===== config.mk =====
export PLATFORM = sky130hd
export DESIGN_NAME = inmux_ctrl_n_flat
export DESIGN_NICKNAME = d
export VERILOG_FILES = /design/src/rtl/inmux_ctrl_pkg.sv /design/src/rtl/inmux_ctrl_n_if.sv /design/src/rtl/inmux_out_reg.sv /design/src/rtl/inmux_ctrl_n.sv /design/src/flat_wrapper.sv
export SDC_FILE = /design/constraint.sdc
export NUM_CORES = 1
export LEC_CHECK = 0
export ABC_AREA = 1
export BUFFER_PORTS_ARGS = -buffer_cell sky130_fd_sc_hd__buf_2
export CAP_MARGIN = 20
export CORE_AREA = 2 2 39 41
export DETAILED_ROUTE_END_ITERATION = 10
export DIE_AREA = 0 0 41 43
export PLACE_DENSITY = 0.79
export SYNTH_ARGS = -nofsm -noshare
export SYNTH_HDL_FRONTEND = slang
export SYNTH_SLANG_ARGS = --single-unit
export TNS_END_PERCENT = 100

===== constraint.sdc =====
create_clock -name clk -period 2.65 [get_ports clk]
set_input_delay 0.1325 -clock clk [delete_from_list [all_inputs] [get_ports clk]]
set_output_delay 0.1325 -clock clk [all_outputs]
set_load 0.03 [all_outputs]

===== src/rtl/inmux_ctrl_pkg.sv =====
// Shared types, default parameters and helpers for the inmux_ctrl_n controller.
package inmux_ctrl_pkg;

    typedef enum logic {
        IDLE = 1'b0,
        RUN  = 1'b1
    } state_e;

    localparam int DEF_N_CH  = 4;
    localparam int DEF_SEL_W = 2;
    localparam int DEF_LEN_W = 4;
    localparam int DEF_ERR_W = 8;

    function automatic logic sel_is_valid(input int unsigned sel, input int unsigned n_ch);
        return sel < n_ch;
    endfunction

endpackage


===== src/rtl/inmux_ctrl_n_if.sv =====
// Token-stream bundle of inmux_ctrl_n: producer channels, control channel, downstream side and status.
// slave = the controller, master = the surrounding producers/consumer.
interface inmux_ctrl_n_if
    import inmux_ctrl_pkg::*;
#(
    parameter int N_CH  = DEF_N_CH,
    parameter int SEL_W = DEF_SEL_W,
    parameter int LEN_W = DEF_LEN_W,
    parameter int ERR_W = DEF_ERR_W
) ();

    logic [N_CH-1:0]  t_k_req;
    logic [N_CH-1:0]  t_k_ack;
    logic             t_c_req;
    logic [SEL_W-1:0] t_c_sel;
    logic [LEN_W-1:0] t_c_len;
    logic             t_c_ack;
    logic             i_inmux_req;
    logic             i_inmux_ack;
    logic [SEL_W-1:0] i_inmux_sel;
    logic             i_inmux_last;
    logic             cap_en;
    logic             busy;
    logic [ERR_W-1:0] err_cnt;

    modport slave (
        input  t_k_req, t_c_req, t_c_sel, t_c_len, i_inmux_ack,
        output t_k_ack, t_c_ack, i_inmux_req, i_inmux_sel, i_inmux_last,
               cap_en, busy, err_cnt
    );

    modport master (
        output t_k_req, t_c_req, t_c_sel, t_c_len, i_inmux_ack,
        input  t_k_ack, t_c_ack, i_inmux_req, i_inmux_sel, i_inmux_last,
               cap_en, busy, err_cnt
    );

endinterface


===== src/rtl/inmux_out_reg.sv =====
// One-entry req/ack output register holding the downstream token's source select and last flag.
module inmux_out_reg #(
    parameter int SEL_W = 2
) (
    input  logic             clk,
    input  logic             reset_n,
    input  logic             load_i,
    input  logic [SEL_W-1:0] sel_i,
    input  logic             last_i,
    input  logic             ack_i,
    output logic             full_o,
    output logic [SEL_W-1:0] sel_o,
    output logic             last_o
);

    logic             full_q, full_d;
    logic [SEL_W-1:0] sel_q, sel_d;
    logic             last_q, last_d;

    // A load in the same cycle as a drain keeps the entry full: 1 beat per cycle.
    always_comb begin
        full_d = full_q;
        sel_d  = sel_q;
        last_d = last_q;
        if (load_i) begin
            full_d = 1'b1;
            sel_d  = sel_i;
            last_d = last_i;
        end else if (full_q && ack_i) begin
            full_d = 1'b0;
        end
    end

    always_ff @(posedge clk) begin
        if (!reset_n) begin
            full_q <= 1'b0;
            sel_q  <= '0;
            last_q <= 1'b0;
        end else begin
            full_q <= full_d;
            sel_q  <= sel_d;
            last_q <= last_d;
        end
    end

    assign full_o = full_q;
    assign sel_o  = sel_q;
    assign last_o = last_q;

endmodule


===== src/rtl/inmux_ctrl_n.sv =====
// N:1 input-mux controller: a (sel, len) control token forwards len+1 beats of one channel downstream.
// Define INMUX_CTRL_OUT_REG_EN for a registered downstream side; default is combinational pass-through.
module inmux_ctrl_n
    import inmux_ctrl_pkg::*;
#(
    parameter int N_CH  = DEF_N_CH,
    parameter int SEL_W = DEF_SEL_W,
    parameter int LEN_W = DEF_LEN_W,
    parameter int ERR_W = DEF_ERR_W
) (
    input  logic          clk,
    input  logic          reset_n,
    inmux_ctrl_n_if.slave bus
);

    state_e           state_q, state_d;
    logic [SEL_W-1:0] cur_sel_q, cur_sel_d;
    logic [LEN_W-1:0] rem_q, rem_d;
    logic [ERR_W-1:0] err_cnt_q, err_cnt_d;

    logic [N_CH-1:0]  ch_hit;
    logic             run;
    logic             req_sel;
    logic             ctl_valid;
    logic             ctl_bad;
    logic             last_beat;
    logic             in_ack_en;
    logic             in_xfer;
    logic             full;

    always_comb begin
        ch_hit = '0;
        for (int i = 0; i < N_CH; i++) begin
            ch_hit[i] = (cur_sel_q == SEL_W'(i));
        end
    end

    // Gating with reset_n keeps every ack and request low while reset is held.
    assign run       = reset_n && (state_q == RUN);
    assign req_sel   = |(bus.t_k_req & ch_hit);
    assign ctl_valid = sel_is_valid(32'(bus.t_c_sel), N_CH);
    assign ctl_bad   = reset_n && (state_q == IDLE) && bus.t_c_req && !ctl_valid;
    assign last_beat = (rem_q == '0);

`ifdef INMUX_CTRL_OUT_REG_EN
    assign in_ack_en = run && (!full || bus.i_inmux_ack);
    assign in_xfer   = in_ack_en && req_sel;

    inmux_out_reg #(.SEL_W(SEL_W)) u_out_reg (
        .clk     (clk),
        .reset_n (reset_n),
        .load_i  (in_xfer),
        .sel_i   (cur_sel_q),
        .last_i  (last_beat),
        .ack_i   (bus.i_inmux_ack),
        .full_o  (full),
        .sel_o   (bus.i_inmux_sel),
        .last_o  (bus.i_inmux_last)
    );

    assign bus.i_inmux_req = reset_n && full;
    assign bus.t_k_ack     = ch_hit & {N_CH{in_xfer}};
`else
    assign full      = 1'b0;
    assign in_ack_en = run && bus.i_inmux_ack;
    assign in_xfer   = in_ack_en && req_sel;

    assign bus.i_inmux_req  = run && req_sel;
    assign bus.i_inmux_sel  = cur_sel_q;
    assign bus.i_inmux_last = run && last_beat;
    assign bus.t_k_ack      = ch_hit & {N_CH{in_ack_en}};
`endif

    assign bus.cap_en  = in_xfer;
    assign bus.busy    = run || full;
    assign bus.t_c_ack = ctl_bad || (in_xfer && last_beat);
    assign bus.err_cnt = err_cnt_q;

    // NOTE: every variable gets its hold value first so no branch can infer a latch.
    always_comb begin
        state_d   = state_q;
        cur_sel_d = cur_sel_q;
        rem_d     = rem_q;
        err_cnt_d = err_cnt_q;
        case (state_q)
            IDLE: begin
                if (bus.t_c_req && ctl_valid) begin
                    state_d   = RUN;
                    cur_sel_d = bus.t_c_sel;
                    rem_d     = bus.t_c_len;
                end
            end
            RUN: begin
                if (in_xfer) begin
                    if (last_beat) state_d = IDLE;
                    else           rem_d   = rem_q - 1'b1;
                end
            end
            default: state_d = IDLE;
        endcase
        if (ctl_bad && (err_cnt_q != '1)) err_cnt_d = err_cnt_q + 1'b1;
    end

    // NOTE: state uses non-blocking assignments; reset is synchronous, sampled on clk.
    always_ff @(posedge clk) begin
        if (!reset_n) begin
            state_q   <= IDLE;
            cur_sel_q <= '0;
            rem_q     <= '0;
            err_cnt_q <= '0;
        end else begin
            state_q   <= state_d;
            cur_sel_q <= cur_sel_d;
            rem_q     <= rem_d;
            err_cnt_q <= err_cnt_d;
        end
    end

endmodule

===== src/flat_wrapper.sv =====
// flat-port wrapper written by rule: the top's interface ports become plain ports
module inmux_ctrl_n_flat import inmux_ctrl_pkg::*;
#(
    parameter int N_CH  = DEF_N_CH,
    parameter int SEL_W = DEF_SEL_W,
    parameter int LEN_W = DEF_LEN_W,
    parameter int ERR_W = DEF_ERR_W
)
  (clk, reset_n, bus_t_k_req, bus_t_c_req, bus_t_c_sel, bus_t_c_len, bus_i_inmux_ack, bus_t_k_ack, bus_t_c_ack, bus_i_inmux_req, bus_i_inmux_sel, bus_i_inmux_last, bus_cap_en, bus_busy, bus_err_cnt);
  inmux_ctrl_n_if #(.N_CH(N_CH), .SEL_W(SEL_W), .LEN_W(LEN_W), .ERR_W(ERR_W)) bus_i ();
  input  logic clk;
  input  logic reset_n;
  input wire logic [$bits(bus_i.t_k_req)-1:0] bus_t_k_req;
  input wire logic [$bits(bus_i.t_c_req)-1:0] bus_t_c_req;
  input wire logic [$bits(bus_i.t_c_sel)-1:0] bus_t_c_sel;
  input wire logic [$bits(bus_i.t_c_len)-1:0] bus_t_c_len;
  input wire logic [$bits(bus_i.i_inmux_ack)-1:0] bus_i_inmux_ack;
  output wire logic [$bits(bus_i.t_k_ack)-1:0] bus_t_k_ack;
  output wire logic [$bits(bus_i.t_c_ack)-1:0] bus_t_c_ack;
  output wire logic [$bits(bus_i.i_inmux_req)-1:0] bus_i_inmux_req;
  output wire logic [$bits(bus_i.i_inmux_sel)-1:0] bus_i_inmux_sel;
  output wire logic [$bits(bus_i.i_inmux_last)-1:0] bus_i_inmux_last;
  output wire logic [$bits(bus_i.cap_en)-1:0] bus_cap_en;
  output wire logic [$bits(bus_i.busy)-1:0] bus_busy;
  output wire logic [$bits(bus_i.err_cnt)-1:0] bus_err_cnt;
  assign bus_i.t_k_req = bus_t_k_req;
  assign bus_i.t_c_req = bus_t_c_req;
  assign bus_i.t_c_sel = bus_t_c_sel;
  assign bus_i.t_c_len = bus_t_c_len;
  assign bus_i.i_inmux_ack = bus_i_inmux_ack;
  assign bus_t_k_ack = bus_i.t_k_ack;
  assign bus_t_c_ack = bus_i.t_c_ack;
  assign bus_i_inmux_req = bus_i.i_inmux_req;
  assign bus_i_inmux_sel = bus_i.i_inmux_sel;
  assign bus_i_inmux_last = bus_i.i_inmux_last;
  assign bus_cap_en = bus_i.cap_en;
  assign bus_busy = bus_i.busy;
  assign bus_err_cnt = bus_i.err_cnt;
  inmux_ctrl_n #(.N_CH(N_CH), .SEL_W(SEL_W), .LEN_W(LEN_W), .ERR_W(ERR_W)) u_core (.clk(clk), .reset_n(reset_n), .bus(bus_i));
endmodule

**Word level (Yosys, flattened, before mapping)**

Index checks and enable logic that the tools add are counted.

- Add/subtract/negate cells: 1
- Equal/unequal tests: 6
- Muxes and demuxes: 8
- Bitwise logic cells: 3
- Reduce and logical (&&, ||, !) cells: 11

Operators with widths:

| operator | count |
|---|---|
| 4-bit two-way mux | 3 |
| 4-bit AND | 2 |
| 4-bit case mux with 2 select lines | 1 |
| 1-bit logical AND | 6 |
| 2-bit != test (second input constant) | 3 |
| 2-bit equality test (second input constant) | 2 |
| 4-bit zero test | 1 |
| 4-bit OR reduction | 1 |
| 4-bit by 1-bit subtractor with 4-bit output (second input constant) | 1 |
| 1-bit two-way mux | 3 |
| 3-bit AND reduction | 1 |
| 2-bit by 1-bit equality test with 1-bit output (second input constant) | 1 |
| 2-bit zero test | 1 |
| 1-bit case mux with 2 select lines | 1 |
| 2-bit AND reduction | 1 |
| 1-bit NOT | 1 |

- Bits in registers: 7
- Output and inout bits: 19

**Logic depth before layout (Yosys ltp)**

Gate-level depths: netlist of run 1.

- Word-level depth: 6
- Gate-level depth with buffers: 9

**Worst setup path after synthesis of run 1**

No wires, ideal clock.

- Kind: register to register
- Start point: reg u_core.cur_sel_q[0] (netlist: u_core.bus.i_inmux_sel[0])
- End point: reg u_core.state_q
- Library setup time: 138 ps
- Arrival: 1506 ps
- Path slack: 1005 ps
- Stages on the path, launching flop included: 8
- Period minus slack after synthesis: 1645 ps
- Path through: dfxtp_1 > nand3_1 > nand2_1 > inv_1 > nand2_2 > nand2_1 > nor2_1 > o21ai_1

- Longest elaborated chain between the ends: 6
- Elaborated cells between the ends (all ways): 9
- Those cells by class: eq/ne (3); mux (2); bitwise (1); reduce/logical (3)

RTL lines:

| item | RTL line | source |
|---|---|---|
| from (decl) | inmux_ctrl_n.sv:17 | `logic [SEL_W-1:0] cur_sel_q, cur_sel_d;` |
| from (signal assigned) | inmux_ctrl_n.sv:113 | `cur_sel_q <= cur_sel_d;` |
| 2-bit by 1-bit equality test with 1-bit output (tied with other cells) | inmux_ctrl_n.sv:34 | `ch_hit[i] = (cur_sel_q == SEL_W'(i));` |
| 4-bit AND (*) | inmux_ctrl_n.sv:40 | `assign req_sel = \|(bus.t_k_req & ch_hit);` |
| 4-bit OR reduction (*) | inmux_ctrl_n.sv:40 |  |
| 1-bit logical AND (*) | inmux_ctrl_n.sv:66 | `assign in_xfer = in_ack_en && req_sel;` |
| 1-bit two-way mux (*) | inmux_ctrl_n.sv:94 | `if (in_xfer) begin` |
| 1-bit case mux with 2 select lines (*) | inmux_ctrl_n.sv:85 | `case (state_q)` |
| to (signal assigned) | inmux_ctrl_n.sv:112 | `state_q <= state_d;` |
| to (decl) | inmux_ctrl_n.sv:16 | `state_e state_q, state_d;` |

Every way passes the cells marked *; elsewhere a longest branch is shown, timed or not.
A chain may end at the register's enable or synchronous reset.

**Worst setup path after layout of run 1**

- Start point: reg u_core.rem_q[0]
- End point: out bus_t_c_ack

- Longest elaborated chain between the ends: 2

RTL lines:

| item | RTL line | source |
|---|---|---|
| from (decl) | inmux_ctrl_n.sv:18 | `logic [LEN_W-1:0] rem_q, rem_d;` |
| from (signal assigned) | inmux_ctrl_n.sv:114 | `rem_q <= rem_d;` |
| 4-bit zero test | inmux_ctrl_n.sv:43 | `assign last_beat = (rem_q == '0);` |
| 1-bit logical AND | inmux_ctrl_n.sv:76 | `assign bus.t_c_ack = ctl_bad \|\| (in_xfer && last_beat);` |
| to (decl) | flat_wrapper.sv:19 | `output wire logic [$bits(bus_i.t_c_ack)-1:0] bus_t_c_ack;` |

Every way passes these cells.

==> impl_metrics.toml, run 1 <==
[logic_synthesis]
netlist_instances = 93
synth_cell_types = 19
synth_top_family_by_area = "simple AND/OR/NAND/NOR gates"
synth_adder_area_share = 0.0434
synth-xor-area-share = 0
synth_warnings = 0
synth_seq_cells = 7
synth-simple-area-share = 0.399
syn_avg_cell_area_um2 = 6.20
synth_compound_gate_area_share = 0.104
synth_area_um2 = 577
synthMuxAreaShare = 0
yosysSeqAreaShare = 0.243

[finish]
final_util = 0.509
layout.nets = 136
instances_no_fill = 135
diodes = 0
drive_gt1_frac = 0.294
n_fill_cell = 143
areaGrowthSynthToFinish_pct = 22.1

[power_and_ir_drop]
p_comb_frac = 0.370
peakVddDrop_mv = 0.250
power_density_nw_per_um2 = 521
net-switching-power_uw = 149
p_leak_uw = 0.000409
clockPowerShare = 0.279
intPower_uw = 217
sw_frac_of_total = 0.407
seq_power_share = 0.350

[sta]
hold_violations = 0
slew_viol_final = 0
finalSetupViolations = 0
setup_tns_ps = 0
max_freq_mhz = 602
fin_crit_ps = 1660
fin_crit_sh = 0.627
fin_skew_ps = 3.78
grt_setup_unrepaired = "no"

[worst_setup_path]
worst_ep_required_time_ps = 2520
cp-start-kind = "flop"
crit_type = "reg2out"
r2r-start = "u_core.rem_q[0]"
rr_endpoint = "u_core.rem_q[1]"
r2r_slack_ps = 1270
reg2regPathDepth = 8
crit_path_end_kind = "output pin"
cp_max_fo = 5
crit_arrival_ps = 1530

[global_route]
met3_usage = 0.0314
grt_pass1_vias = 513
use_met1 = 0.215
grt_pass1_wl_mm = 2.08
antenna_found_initial = 0
grt_max_degree = 13
overflow = 0
met2_usage = 0.269
grt_busiest_layer = "met2"
grt_usage = 0.174

[clock_network]
h-tree-depth = 1
cts-root-buf = "clkbuf_4"
clkSinkCount = 7
clkTransAtPathRegs_ps = 60
numCtsBuffers = 3
cts_resized = 0
tritoncts = "yes"
clock_path_buffers = 2
postCtsSetupBuffers = 0
cts_hold_buf = 0
clock_latency_ps = 260

[worst_hold_path]
holdPathStages = 3
hold_path_class = "in2reg"
hold_end = "u_core.bus.i_inmux_sel[0]"
worst_hold_startpoint = "bus_t_c_sel[0]"

[floorplanning]
core_region_area_um2 = 1380
die_y_um = 43
initial_core_util = 0.417
fp-row-count = 14
chipWidth_um = 41
ioPinCount = 33
dieArea_um2 = 1760

[route]
route.detailed.wl_per_inst_um = 9.23
ant_nets = 0
post-route-drc-count = 0
routed_wl_mm = 1.25
drtPass1Iterations = 4
initialDrtViolationCount = 7
vias = 634
vias_per_cell = 4.70

[placed_design]
dp_hpwl_um = 974
gp_congestion = 0.835
io_buffers = 24
place_inst = 131

[run_status]
status = "finished, final reports clean"

[job]
maxCapViolCount = 0
## flip-flops by register name (all words and copies together), names as in the netlist
register,cells
u_core.rem_q,4
u_core.bus.i_inmux_sel,2
u_core.state_q,1
## cell families (layout without fill, tap and decap cells)
group	after synthesis	count (layout)
other	1	8
flip-flops	7	7
buffers and inverters	23	42
AND/OR/NAND/NOR	48	48
AO/OA/AOI/OAI	12	12
adder cells (fa/ha/maj)	2	2
## cells in the mapped netlist
master / number / area (um^2)
nand2_1: 18 / 67.6
inv_1: 11 / 41.3
nand3_1: 11 / 55.1
nor2_1: 9 / 33.8
buf_4: 8 / 60.1
a21oi_1: 7 / 35.0
dfxtp_1: 7 / 140
nor3_1: 4 / 20.0
o21ai_0: 4 / 20.0
inv_2: 3 / 11.3
ha_1: 2 / 25.0
nand2_2: 2 / 12.5
buf_2: 1 / 5.00
conb_1: 1 / 3.75
nand3_4: 1 / 17.5
nand4_1: 1 / 6.26
nor2_4: 1 / 11.3
o21ai_1: 1 / 5.00
or2_2: 1 / 6.26
## final cells by class
class                   count  area, um^2  area share
clock buffers               4        26.3      0.0373
multi-input cells          70         345       0.490
inverters                  14        52.6      0.0746
repair buffers             24         120       0.171
flip-flops and latches      7         140       0.199
well taps                  16        20.0      0.0284
## power by group through the flow
stage | Sequential [uW] | Combinational (uW) | Clock, uW
2_1_floorplan | 134 | 108 | 0
3_3_place_gp | 130 | 131 | 0
3_5_place_dp | 131 | 134 | 0
4_1_cts | 128 | 136 | 103
5_1_grt | 131 | 152 | 108
6_report | 129 | 136 | 103
## worst max-delay path: stages, from the launching register on
cell and delay (ps):
dfxtp_1 310, inv_1 130, ha_1 180, nand2_1 50
nor2_1 150, inv_1 80, nor2_1 140, buf_2 220
## layer usage
metal,vias up,share of wire,wire length (um)
li1,332,-,-
met1,269,0.43,535
met2,29,0.47,585
met3,4,0.081,101
met4,0,0.018,23
met5,-,0,0
## worst max-delay path by stage
stage | start | endpoint | slack, ps | cells after the start
global placement | u_core.rem_q[0] | u_core.rem_q[3] | 1360 | 8
finish | u_core.rem_q[0] | bus_t_c_ack | 990 | 7
global route | u_core.rem_q[0] | bus_t_c_ack | 880 | 7
detailed placement | u_core.rem_q[0] | u_core.rem_q[0] | 1320 | 8
CTS | u_core.rem_q[0] | bus_t_c_ack | 1010 | 7
floorplan | u_core.bus.i_inmux_sel[0] | u_core.state_q | 1010 | 7
## stage by stage
stage	instance area, um^2	setup WS (ps)	total power [uW]	hold slack [ps]
final	704	990	367	155
after global routing	704	881	391	177
after CTS	704	1010	366	156
after detailed placement	678	1320	264	404
after global placement	678	1360	261	400
after floorplan	603	1010	242	253
## cell usage in the layout (no fill, tap or decap), types with 3 or more instances in the layout
| cell | synthesis | layout |
|---|---|---|
| nand3_1 | 11 | 11 |
| nor3_1 | 4 | 4 |
| nand2_1 | 18 | 18 |
| dfxtp_1 | 7 | 7 |
| inv_1 | 11 | 11 |
| clkbuf_4 | 0 | 3 |
| a21oi_1 | 7 | 7 |
| nor2_1 | 9 | 9 |
| inv_2 | 3 | 3 |
| buf_2 | 1 | 24 |
| o21ai_0 | 4 | 4 |
| conb_1 | 1 | 8 |
Note: power is estimated with default switching activity, not from simulation.
==> run 2: changes to the inputs <==
- CORE_AREA: 2 2 39 41 -> 2 2 41 43
- DIE_AREA: 0 0 41 43 -> 0 0 43 45
- PLACE_DENSITY: 0.79 -> 0.72
- clock period: 2.65 -> 1.65 ns (I/O delays scaled with it)
==> run 2 against run 1 <==
Compared with the run above:
- core utilization down 2.9 points
- first-iteration DRC count rose by 29%
- highest routed layer unchanged
- die area increased by 9.8%
- count of clock-buffer cells in the layout did not move
- critical path type unchanged
==> impl_metrics.toml, run 2 (synthesized netlist as in run 1, its figures left out) <==
[worst_setup_path]
cp_slowest_cell = "dfxtp_1"
worstPathCellList = "inv_1, ha_1, nand2_1, nor2_1, inv_1, nor2_1, buf_2"
cp_max_fo = 5
crit_path_end_kind = "output pin"
worst_ep_required_time_ps = 1570
slowest_delay_ps = 300
crit_arrival_ps = 1410
crit_type = "reg2out"
cp-start-kind = "flop"

[sta]
grt_setup_unrepaired = "no"
hold_violations = 0
slew_viol_final = 0
finalSetupViolations = 0
fin_skew_ps = 4.28
fin_crit_sh = 0.906
fin_crit_ps = 1490
max_freq_mhz = 669
setup_tns_ps = 0
setup_slack_ps = 156

[job]
maxCapViolCount = 0

[placed_design]
dp_hpwl_um = 942
dp_slack_ps = 330
place_area_um2 = 678
io_buffers = 24
gp_congestion = 0.851

[run_status]
status = "finished, final reports clean"

[finish]
diodes = 0
layout_common_cells = "24 x buf_2, 18 x nand2_1, 11 x inv_1, 11 x nand3_1, 9 x nor2_1"
layout_commonest_cell = "buf_2"
fin_area_um2 = 707
layout.nets = 136
drive_gt1_frac = 0.311
largest_reg_flops = 4
top_register = "u_core.rem_q"
areaGrowthSynthToFinish_pct = 22.6

[floorplanning]
chipWidth_um = 43
initial_core_util = 0.392
dieArea_um2 = 1940
core_region_area_um2 = 1470
die_y_um = 45
ioPinCount = 33
fp-row-count = 14

[clock_network]
clock_path_buffers = 2
postCtsSetupBuffers = 0
cts_hold_buf = 0
clkSinkCount = 7
clock_latency_ps = 250
cts-root-buf = "clkbuf_4"
tritoncts = "yes"
cts_resized = 0
clkTransAtPathRegs_ps = 50
numCtsBuffers = 3
h-tree-depth = 1

[global_route]
grt_max_degree = 13
grt_pass1_vias = 470
overflow = 0
grt_usage = 0.122
antenna_found_initial = 0
grt_pass1_wl_mm = 1.81

[route]
vias = 608
ant_nets = 0
routed_wl_mm = 1.16
vias_per_cell = 4.50
post-route-drc-count = 0
initialDrtViolationCount = 9
drtPass1Iterations = 4
route.detailed.wl_per_inst_um = 8.57

[power_and_ir_drop]
clockPowerShare = 0.266
power_density_nw_per_um2 = 813
p_leak_uw = 0.000409
intPower_uw = 350
sw_frac_of_total = 0.392
p_comb_frac = 0.373
seq_power_share = 0.361
net-switching-power_uw = 225
peakVddDrop_mv = 0.539

[worst_hold_path]
hold_path_class = "in2reg"
## run 2: critical path, delay by kind of cell, from the launching register on
kind / cells / cell delay [ps]
adder cells (fa/ha/maj): 1 / 160
buffers and inverters: 3 / 420
flip-flops: 1 / 300
AND/OR/NAND/NOR: 3 / 290
## run 2: cell type report
type | count | area, um^2
multi-input cells | 70 | 345
repair buffers | 24 | 120
clock buffers | 4 | 26.3
fillers | 168 | 764
inverters | 14 | 52.6
flip-flops and latches | 7 | 143
well taps | 16 | 20.0
## run 2: power groups by stage
stage | Sequential [uW] | Clock, uW | Combinational [uW]
after floorplan | 215 | 0 | 174
after global placement | 209 | 0 | 212
after detailed placement | 209 | 0 | 215
after CTS | 206 | 160 | 215
after global routing | 209 | 169 | 241
final | 208 | 153 | 214
## run 2: through the flow
stage	cells	util	total power (uW)	hold slack [ps]
after floorplan	100	-	389	203
after global placement	131	0.461	421	356
after detailed placement	131	0.461	424	366
after CTS	135	0.479	581	106
after global routing	135	0.480	619	123
final	135	0.480	575	117
## run 2: worst paths after layout
check / to / startpoint / cells after the start / slack (ps)
worst min register to register: u_core.bus.i_inmux_sel[1] / u_core.bus.i_inmux_sel[1] / 2 / 520
worst max-delay path: bus_t_c_ack / u_core.rem_q[0] / 7 / 160
worst min-delay path: u_core.state_q / bus_t_c_req / 3 / 120
worst max register to register: u_core.rem_q[0] / u_core.rem_q[0] / 8 / 320
## run 2: metal layers
layer / wire length, um / track usage / vias to the layer above
met5: 0 / 0 / -
met4: 8 / 0.0727 / 0
met3: 83 / 0.0160 / 2
met2: 548 / 0.197 / 23
met1: 517 / 0.157 / 250
li1: - / - / 333
==> run 3: changes to the inputs <==
- BUFFER_PORTS_ARGS: -buffer_cell sky130_fd_sc_hd__buf_2 -> -buffer_cell sky130_fd_sc_hd__buf_4
==> run 3 against run 2 <==
Compared with the run above:
- count of clock-buffer cells in the layout stayed put
- register-to-register slack about the same
- wire length up 1.8%
- hold slack got worse by 22 ps
- first-iteration DRC count grew 11%
- largest power group unchanged
==> impl_metrics.toml, run 3 (synthesized netlist as in run 1, its figures left out) <==
[run_status]
status = "finished, final reports clean"

[worst_setup_path]
cp_max_fo = 7
crit_path_end_kind = "output pin"
rr_endpoint = "u_core.rem_q[0]"
r2r_slack_ps = 310
crit_type = "reg2out"
reg2regPathDepth = 8
r2r-start = "u_core.rem_q[0]"
cp-start-kind = "flop"
worst_ep_required_time_ps = 1570
crit_arrival_ps = 1400

[finish]
largest_reg_flops = 4
layout_commonest_cell = "buf_4"
top_register = "u_core.rem_q"
layout.nets = 136
layout_common_cells = "24 x buf_4, 18 x nand2_1, 11 x nand3_1"
diodes = 0
instances_no_fill = 135
drive_gt1_frac = 0.303
areaGrowthSynthToFinish_pct = 32.5
n_fill_cell = 159

[global_route]
grt_max_degree = 13
antenna_found_initial = 0
grt_pass1_vias = 518
overflow = 0
grt_pass1_wl_mm = 1.99
grt_usage = 0.132

[worst_hold_path]
hold_path_class = "in2reg"
worst_hold_startpoint = "bus_t_c_req"
holdPathStages = 3
hold_end = "u_core.state_q"

[sta]
finalSetupViolations = 0
fin_crit_sh = 0.900
whs_ps = 95.4
hold_violations = 0
slew_viol_final = 0
max_freq_mhz = 674
grt_setup_unrepaired = "no"
fin_skew_ps = 4.22
setup_tns_ps = 0
fin_crit_ps = 1480

[clock_network]
cts-root-buf = "clkbuf_4"
cts_hold_buf = 0
clock_latency_ps = 250
clock_path_buffers = 2
h-tree-depth = 1
clkTransAtPathRegs_ps = 50
tritoncts = "yes"
numCtsBuffers = 3
clkSinkCount = 7

[floorplanning]
die_y_um = 45
dieArea_um2 = 1940
ioPinCount = 33
initial_core_util = 0.392
core_region_area_um2 = 1470
fp-row-count = 14
chipWidth_um = 43

[power_and_ir_drop]
peakVddDrop_mv = 0.452
net-switching-power_uw = 228
p_comb_frac = 0.388
intPower_uw = 364
sw_frac_of_total = 0.385
p_leak_uw = 0.000420
power_density_nw_per_um2 = 773
seq_power_share = 0.350
clockPowerShare = 0.262

[route]
initialDrtViolationCount = 10
route.detailed.wl_per_inst_um = 8.73
routed_wl_mm = 1.18
post-route-drc-count = 0
vias = 629
vias_per_cell = 4.66
drtPass1Iterations = 4
ant_nets = 0

[placed_design]
place_inst = 131
io_buffers = 24
gp_congestion = 0.818
dp_hpwl_um = 965

[job]
maxCapViolCount = 0
==> run 3: cell counts in the layout (fill, tap and decap cells not counted) <==
No cell type changed its count.
==> run 3: metrics by stage <==
step                power [uW]   util  cell area [um^2]  setup slack [ps]
floorplan                  389      -               603              5.46
global placement           436  0.502               738               357
detailed placement         439  0.502               738               316
CTS                        597  0.520               764               129
global route               635  0.520               764              6.31
finish                     591  0.520               764               165
==> run 3: routing by layer <==
layer	vias to the layer above	GRT usage	wire (um)
li1	332	-	-
met4	0	0.0727	11
met3	2	0.0160	72
met1	274	0.159	521
met5	-	0	0
met2	21	0.230	572
==> run 3: worst max-delay path, cell delays in order, from the launching register on <==
cell and delay [ps]:
dfxtp_1 450, nand3_1 120, nand2_1 80, inv_1 50
nand2_2 80, nand2_1 70, nor2_1 130, buf_4 180
==> run 3: timing repair <==
| item | CTS | global route |
|---|---|---|
| buffers inserted | 0 | 0 |
| hold endpoints to repair | 0 | 0 |
| endpoints found under the setup margin | 0 | 1 |
| resized for setup | 0 | 1 |
==> run 3: final cells by class <==
class | count | area (um^2) | area share
flip-flops and latches | 7 | 140 | 0.183
repair buffers | 24 | 180 | 0.236
multi-input cells | 70 | 345 | 0.452
inverters | 14 | 52.6 | 0.0687
well taps | 16 | 20.0 | 0.0262
clock buffers | 4 | 26.3 | 0.0344
==> run 3: worst max path at each step <==
stage                                          from         endpoint  slack [ps]
after floorplan           u_core.bus.i_inmux_sel[0]   u_core.state_q           5
after global placement              u_core.rem_q[0]  u_core.rem_q[0]         360
after detailed placement            u_core.rem_q[0]  u_core.rem_q[0]         320
after CTS                           u_core.rem_q[0]      bus_t_c_ack         130
after global routing                u_core.rem_q[1]      bus_t_c_ack           6
final                     u_core.bus.i_inmux_sel[0]      bus_t_c_ack         170
==> run 3: power by group through the flow <==
stage / sequential [uW] / combinational (uW) / clock (uW)
finish: 207 / 230 / 155
global route: 209 / 258 / 168
detailed placement: 209 / 230 / 0
global placement: 209 / 227 / 0
floorplan: 215 / 174 / 0
CTS: 206 / 231 / 160
